File: config.mk
export PLATFORM = sky130hd
export DESIGN_NAME = alu_share_ctrl
export DESIGN_NICKNAME = d
export VERILOG_FILES = /design/src/rtl/alu_pkg.sv /design/src/rtl/alu_rr_arb2.sv /design/src/rtl/alu_share_ctrl.sv
export SDC_FILE = /design/constraint.sdc
export NUM_CORES = 1
export LEC_CHECK = 0
export BUFFER_PORTS_ARGS = -buffer_cell sky130_fd_sc_hd__buf_2
export CAP_MARGIN = 15
export CORE_AREA = 2 2 131 133
export DETAILED_ROUTE_END_ITERATION = 10
export DIE_AREA = 0 0 133 135
export HOLD_SLACK_MARGIN = 0.12
export PLACE_DENSITY_LB_ADDON = 0.08
export SKIP_LAST_GASP = 1
export SYNTH_ARGS = -nofsm -noshare
export SYNTH_HDL_FRONTEND = slang
export SYNTH_HIERARCHICAL = 1
export SYNTH_SLANG_ARGS = --single-unit
File: constraint.sdc
create_clock -name clk -period 1.9 [get_ports clk]
set_clock_uncertainty 0.2 [all_clocks]
set_input_delay 0.19 -clock clk [delete_from_list [all_inputs] [get_ports clk]]
set_output_delay 0.19 -clock clk [all_outputs]
set_load 0.01 [all_outputs]
File: src/rtl/alu_pkg.sv
// alu_pkg: FSM state, opcode and error-result definitions shared by the ALU sharing controller,
// plus helpers that classify opcodes and give each one its settle latency.
package alu_pkg;
  typedef enum logic [1:0] {
    ST_IDLE = 2'd0,
    ST_EXEC = 2'd1,
    ST_RESP = 2'd2
  } state_t;
  localparam logic [3:0] OP_ADD  = 4'b0000;
  localparam logic [3:0] OP_SUB  = 4'b0001;
  localparam logic [3:0] OP_MUL  = 4'b0010;
  localparam logic [3:0] OP_DIV  = 4'b0011;
  localparam logic [3:0] OP_MOD  = 4'b0100;
  localparam logic [3:0] OP_AND  = 4'b1000;
  localparam logic [3:0] OP_OR   = 4'b1001;
  localparam logic [3:0] OP_XOR  = 4'b1010;
  localparam logic [3:0] OP_NAND = 4'b1011;
  localparam logic [3:0] OP_NOR  = 4'b1100;
  localparam logic [3:0] OP_XNOR = 4'b1111;
  localparam logic [63:0] ERR_RESULT = 64'hFFFF_FFFF_FFFF_FFFF;
  function automatic logic is_div(input logic [3:0] sel);
    return sel == OP_DIV || sel == OP_MOD;
  endfunction
  function automatic logic [3:0] op_cycles(input logic [3:0] sel, input int mul_cycles, input int div_cycles);
    return sel == OP_MUL ? 4'(mul_cycles) : is_div(sel) ? 4'(div_cycles) : 4'd1;
  endfunction
endpackage

File: src/rtl/alu_rr_arb2.sv
// alu_rr_arb2: combinational two-way round-robin grant; prio names the requester favoured on a tie.
module alu_rr_arb2 (
  input  logic valid0,
  input  logic valid1,
  input  logic prio,
  output logic grant0,
  output logic grant1
);
  assign grant0 = valid0 && (!valid1 || !prio);
  assign grant1 = valid1 && (!valid0 || prio);
endmodule

File: src/rtl/alu_share_ctrl.sv
// alu_share_ctrl: shares one combinational ALU between two requesters with round-robin grant,
// per-op settle latency and a tagged valid/ready response. ALU_SHARE_ERRCHK_EN enables divide-by-zero trapping.
module alu_share_ctrl
  import alu_pkg::*;
#(
  parameter int MUL_CYCLES = 2,
  parameter int DIV_CYCLES = 4
) (
  input  logic        clk,
  input  logic        rst_n,
  input  logic        req0_valid,
  output logic        req0_ready,
  input  logic [31:0] req0_a,
  input  logic [31:0] req0_b,
  input  logic [3:0]  req0_sel,
  input  logic        req1_valid,
  output logic        req1_ready,
  input  logic [31:0] req1_a,
  input  logic [31:0] req1_b,
  input  logic [3:0]  req1_sel,
  output logic [31:0] alu_a,
  output logic [31:0] alu_b,
  output logic [3:0]  alu_sel,
  input  logic [63:0] alu_out,
  output logic        resp_valid,
  input  logic        resp_ready,
  output logic        resp_id,
  output logic [63:0] resp_out,
  output logic        resp_err
);
  state_t      state;
  logic        prio;
  logic        grant0;
  logic        grant1;
  logic        accept;
  logic        skip;
  logic [3:0]  cnt;
  logic [31:0] a;
  logic [31:0] b;
  logic [3:0]  sel;
  alu_rr_arb2 u_arb (
    .valid0(req0_valid),
    .valid1(req1_valid),
    .prio  (prio),
    .grant0(grant0),
    .grant1(grant1)
  );
  // readys are forced low while reset is held, not just after the state register clears
  assign req0_ready = rst_n && state == ST_IDLE && grant0;
  assign req1_ready = rst_n && state == ST_IDLE && grant1;
  assign accept     = (req0_ready && req0_valid) || (req1_ready && req1_valid);
  assign a          = grant1 ? req1_a : req0_a;
  assign b          = grant1 ? req1_b : req0_b;
  assign sel        = grant1 ? req1_sel : req0_sel;
  assign resp_valid = state == ST_RESP;
`ifdef ALU_SHARE_ERRCHK_EN
  assign skip = is_div(sel) && b == 32'd0;
  always_ff @(posedge clk or negedge rst_n)
    if (!rst_n) resp_err <= 1'b0;
    else if (accept) resp_err <= skip;
`else
  assign skip     = 1'b0;
  assign resp_err = 1'b0;
`endif
  always_ff @(posedge clk or negedge rst_n)
    if (!rst_n) begin
      state    <= ST_IDLE;
      prio     <= 1'b0;
      cnt      <= 4'd0;
      alu_a    <= 32'd0;
      alu_b    <= 32'd0;
      alu_sel  <= 4'd0;
      resp_id  <= 1'b0;
      resp_out <= 64'd0;
    end else begin
      case (state)
        ST_IDLE: if (accept) begin
          alu_a   <= a;
          alu_b   <= b;
          alu_sel <= sel;
          resp_id <= grant1;
          cnt     <= op_cycles(sel, MUL_CYCLES, DIV_CYCLES);
          state   <= skip ? ST_RESP : ST_EXEC;
          if (skip) resp_out <= ERR_RESULT;
        end
        ST_EXEC: begin
          cnt <= cnt - 4'd1;
          if (cnt == 4'd1) begin
            resp_out <= alu_out;
            state    <= ST_RESP;
          end
        end
        ST_RESP: if (resp_ready) begin
          state <= ST_IDLE;
          prio  <= ~resp_id;
        end
        default: state <= ST_IDLE;
      endcase
    end
endmodule

==> key figures <==
Status
  • Status: complete, no violations

Min path
  • Hold_sp: req0_valid
  • Hold Crit Depth: 4
  • HP Class: input pin to flip-flop
  • Hold endpoint: state[0]

Timing
  • Final Cycle Share: 0.974
  • Max Slew Vio Count: 0
  • Setup Viol. Count Final: 0
  • Hold_ws: approximately 0.14 ns
  • Fin Setup TNS: 0 ns
  • Period minus WS final: 1.85 ns
  • Worst slew margin: 0.443
  • Pin slew with the least headroom to its limit: ~0.84 ns
  • Final hold viol count: 0
  • Maximum clock rate: around 540 MHz
  • RSZ-0062 raised after global routing: true
  • Final worst slack: slightly below 0.05 ns

Worst setup path
  • CP Launch Type: input pin
  • WP buf/inv: 4
  • Worst Path Max Fanout: between 50 and 60
  • Reg2Reg Setup Slack: about 0.06 ns
  • Worst Path Required: between 1.5 and 2 ns
  • CP Launch Point: req1_valid
  • Top delay family on crit path: buffers and inverters
  • Reg-to-Reg Start: cnt[1]
  • Cell Chain, Critical Path: dlygate4sd3_1, buf_2, a21boi_4, buf_4, a22oi_2, nand2b_4, buf_12, o21ai_0
  • Crit end category: flip-flop
  • CP max stage delay: around 0.54 ns
  • FF-to-FF path depth: 6
  • WP data arrival: slightly below 2 ns
  • Crit Path Class: input pin to flip-flop
  • Critical-path top delay cell: dlygate4sd3_1
  • Crit Reg-Reg Endpoint: resp_out[20]

Yosys
  • Seq/Total Area, Yosys: 0.558
  • Post-synth cell types: 34
  • Async S/R FF share, synth: 1.00
  • Primary FF master, synth: dfrtp_1
  • Synthesized area per cell: 12.5 sq um
  • Mapped cell area: roughly 6300 sq um
  • Mapped Cells: between 500 and 600
  • Top cells by count, synth: 140 x dfrtp_1, 76 x nand2_1, 67 x mux2i_1, 49 x mux2_4, 45 x o21ai_0
  • Ranking of synthesized cells by area: dfrtp_1 56%, mux2_4 12%, mux2i_1 11%, nand2_1 4.5%, o21ai_0 3.6%
  • Synth top area share: 0.558
  • Post-Synthesis Net Count: just over 700
  • Post-synth EDFFs: 0
  • Cell taking the most area after synthesis: dfrtp_1
  • #FFs+latches synth: 140
  • Yosys warns: 6
  • Most frequent cell after synthesis: dfrtp_1

Place
  • Final HPWL DP: around 13000 microns
  • Worst slack at placement: roughly 0.037 ns
  • IO buf count: 340
  • GPL Wtd Cong: ~0.8

Cells and area
  • Core Util, Final: 0.676
  • Antenna diodes: 0
  • Layout cells sized above 1: 0.439
  • Fillcell total: 1221
  • Final net count: 1263
  • FF+latch area: about 3500 sq um
  • Area occupied by multi-input gates: 2570 sq um
  • Layout area overhead: 76.4%

Detailed routing
  • Final wirelength: roughly 21000 microns
  • # DRC: 0
  • Routed len/inst: 16.2 microns
  • 1st-iter DRT viols: 185
  • Router iterations before antenna repair: 4
  • Post-route ant nets: 0
  • Via count: roughly 6000
  • Via density: about 4.6

Die
  • Die area: 18000 sq um
  • Initial Util: 0.383
  • Die W: around 130 microns
  • Cell row count: between 40 and 50
  • Core area: about 16000 sq um
  • Ports: between 300 and 400
  • Die height: approximately 140 microns

Clock network
  • TritonCTS clock tree: built
  • Root buf cell: clkbuf_16
  • Clk pin slew, worst setup/hold paths: roughly 0.060 ns
  • Max Buffers Root-to-Sink: 2
  • Clk sink count: between 100 and 150
  • Worst-Skew Late Latency: just over 0.4 ns
  • H-tree depth: 4
  • TritonCTS Buffers: 17

Global routing
  • Gr ovfl total: 0
  • Pin count of the biggest net entering global routing: 141
  • Gr usage total: 0.234
  • Antenna violations before repair: 0
  • Vias in the first global route: between 6000 and 7000
  • First-pass GRT wire length: between 30000 and 40000 microns

Power
  • LEAKAGE: approximately 0.0057 uW
  • VDD IR max: 0.628 mV
  • Power per cell area: 1340 nW/um^2

Flow run
  • Max cap viols: 0
==> worst register-to-register path, delay by kind of cell (launching register included) <==
family        cells  cell delay [ns]
buf+inv           2             0.28
simple gates      2             0.38
flops             1             0.39
fa+ha+maj         1             0.14
mux               1             0.31
==> where the power goes <==
group / leakage [uW] / switching [uW] / total (uW) / internal (uW)
clock: 0.000299 / 1250 / 3510 / 2260
combinational: 0.00369 / 2880 / 6100 / 3220
sequential: 0.00169 / 824 / 5270 / 4450
total: 0.00568 / 4960 / 14900 / 9930
==> cell type report <==
cell class              count  share of cell area
well taps                 220              0.0248
multi-input cells         323               0.232
repair buffers            569               0.369
clock buffers              21              0.0415
clock inverters            11              0.0150
inverters                   5             0.00169
flip-flops and latches    140               0.316
==> what timing repair did <==
item / in CTS / in global routing
hold buffers: 203 / 0
pin swaps: 1 / 2
gates cloned: 1 / 1
hold endpoints to repair: 279 / 0
gates resized for setup: 1 / 7
setup endpoints to repair: 2 / 97
buffers inserted: 4 / 3
==> placed cells by master, fill, tap and decap left out, drive strengths merged, types with 3 or more instances in the layout <==
master | netlist | layout
a21boi | 3 | 3
buf | 27 | 365
bufinv | 0 | 4
clkbuf | 7 | 22
clkinv | 0 | 4
clkinvlp | 0 | 3
dfrtp | 140 | 140
dlygate4sd3 | 0 | 203
inv | 5 | 5
mux2 | 64 | 64
mux2i | 67 | 67
nand2 | 76 | 76
nand2b | 5 | 5
nand3 | 3 | 3
nor2 | 5 | 5
nor2b | 5 | 5
nor3b | 5 | 5
o21ai | 73 | 73
==> routing by layer <==
| layer | vias up | GRT usage | part of all wire |
|---|---|---|---|
| met4 | 0 | 0.103 | 0.030 |
| met2 | 283 | 0.390 | 0.49 |
| met5 | - | 0 | 0 |
| li1 | 2836 | - | - |
| met1 | 2815 | 0.285 | 0.41 |
| met3 | 48 | 0.0668 | 0.072 |
==> cells by family after synthesis <==
logic type      Yosys count  share of synthesized area
other cells               1                   0.000597
simple gates            103                     0.0719
fa+ha+maj                 2                    0.00398
mux                     131                      0.251
compound gates           85                     0.0725
flops                   140                      0.558
buf+inv                  39                     0.0414
xor+xnor                  1                    0.00139
==> registers in the layout (all words and copies together), names as in the netlist <==
name / flops
cnt: 4
resp_out: 64
prio: 1
alu_b: 32
state: 2
resp_id: 1
alu_a: 32
alu_sel: 4
==> metrics by stage <==
step           instances  instance area [sq um]  power [uW]
4_1_cts             1286                  11000       14900
3_5_place_dp        1046                   8300       10900
2_1_floorplan        502                   6280        8450
6_report            1289                  11100       14900
3_3_place_gp        1046                   8300       10700
5_1_grt             1289                  11100       15800
==> worst max path at each step <==
| stage | to | slack (ns) | cells past startpoint |
|---|---|---|---|
| floorplan | resp_out[14] | 0.15 | 6 |
| global placement | resp_out[57] | 0.09 | 6 |
| detailed placement | resp_out[17] | 0.04 | 6 |
| CTS | alu_a[7] | -0.008 | 7 |
| global route | alu_a[31] | -0.04 | 8 |
| finish | alu_a[7] | 0.05 | 8 |
No activity file was read; power rests on OpenSTA's default activity.
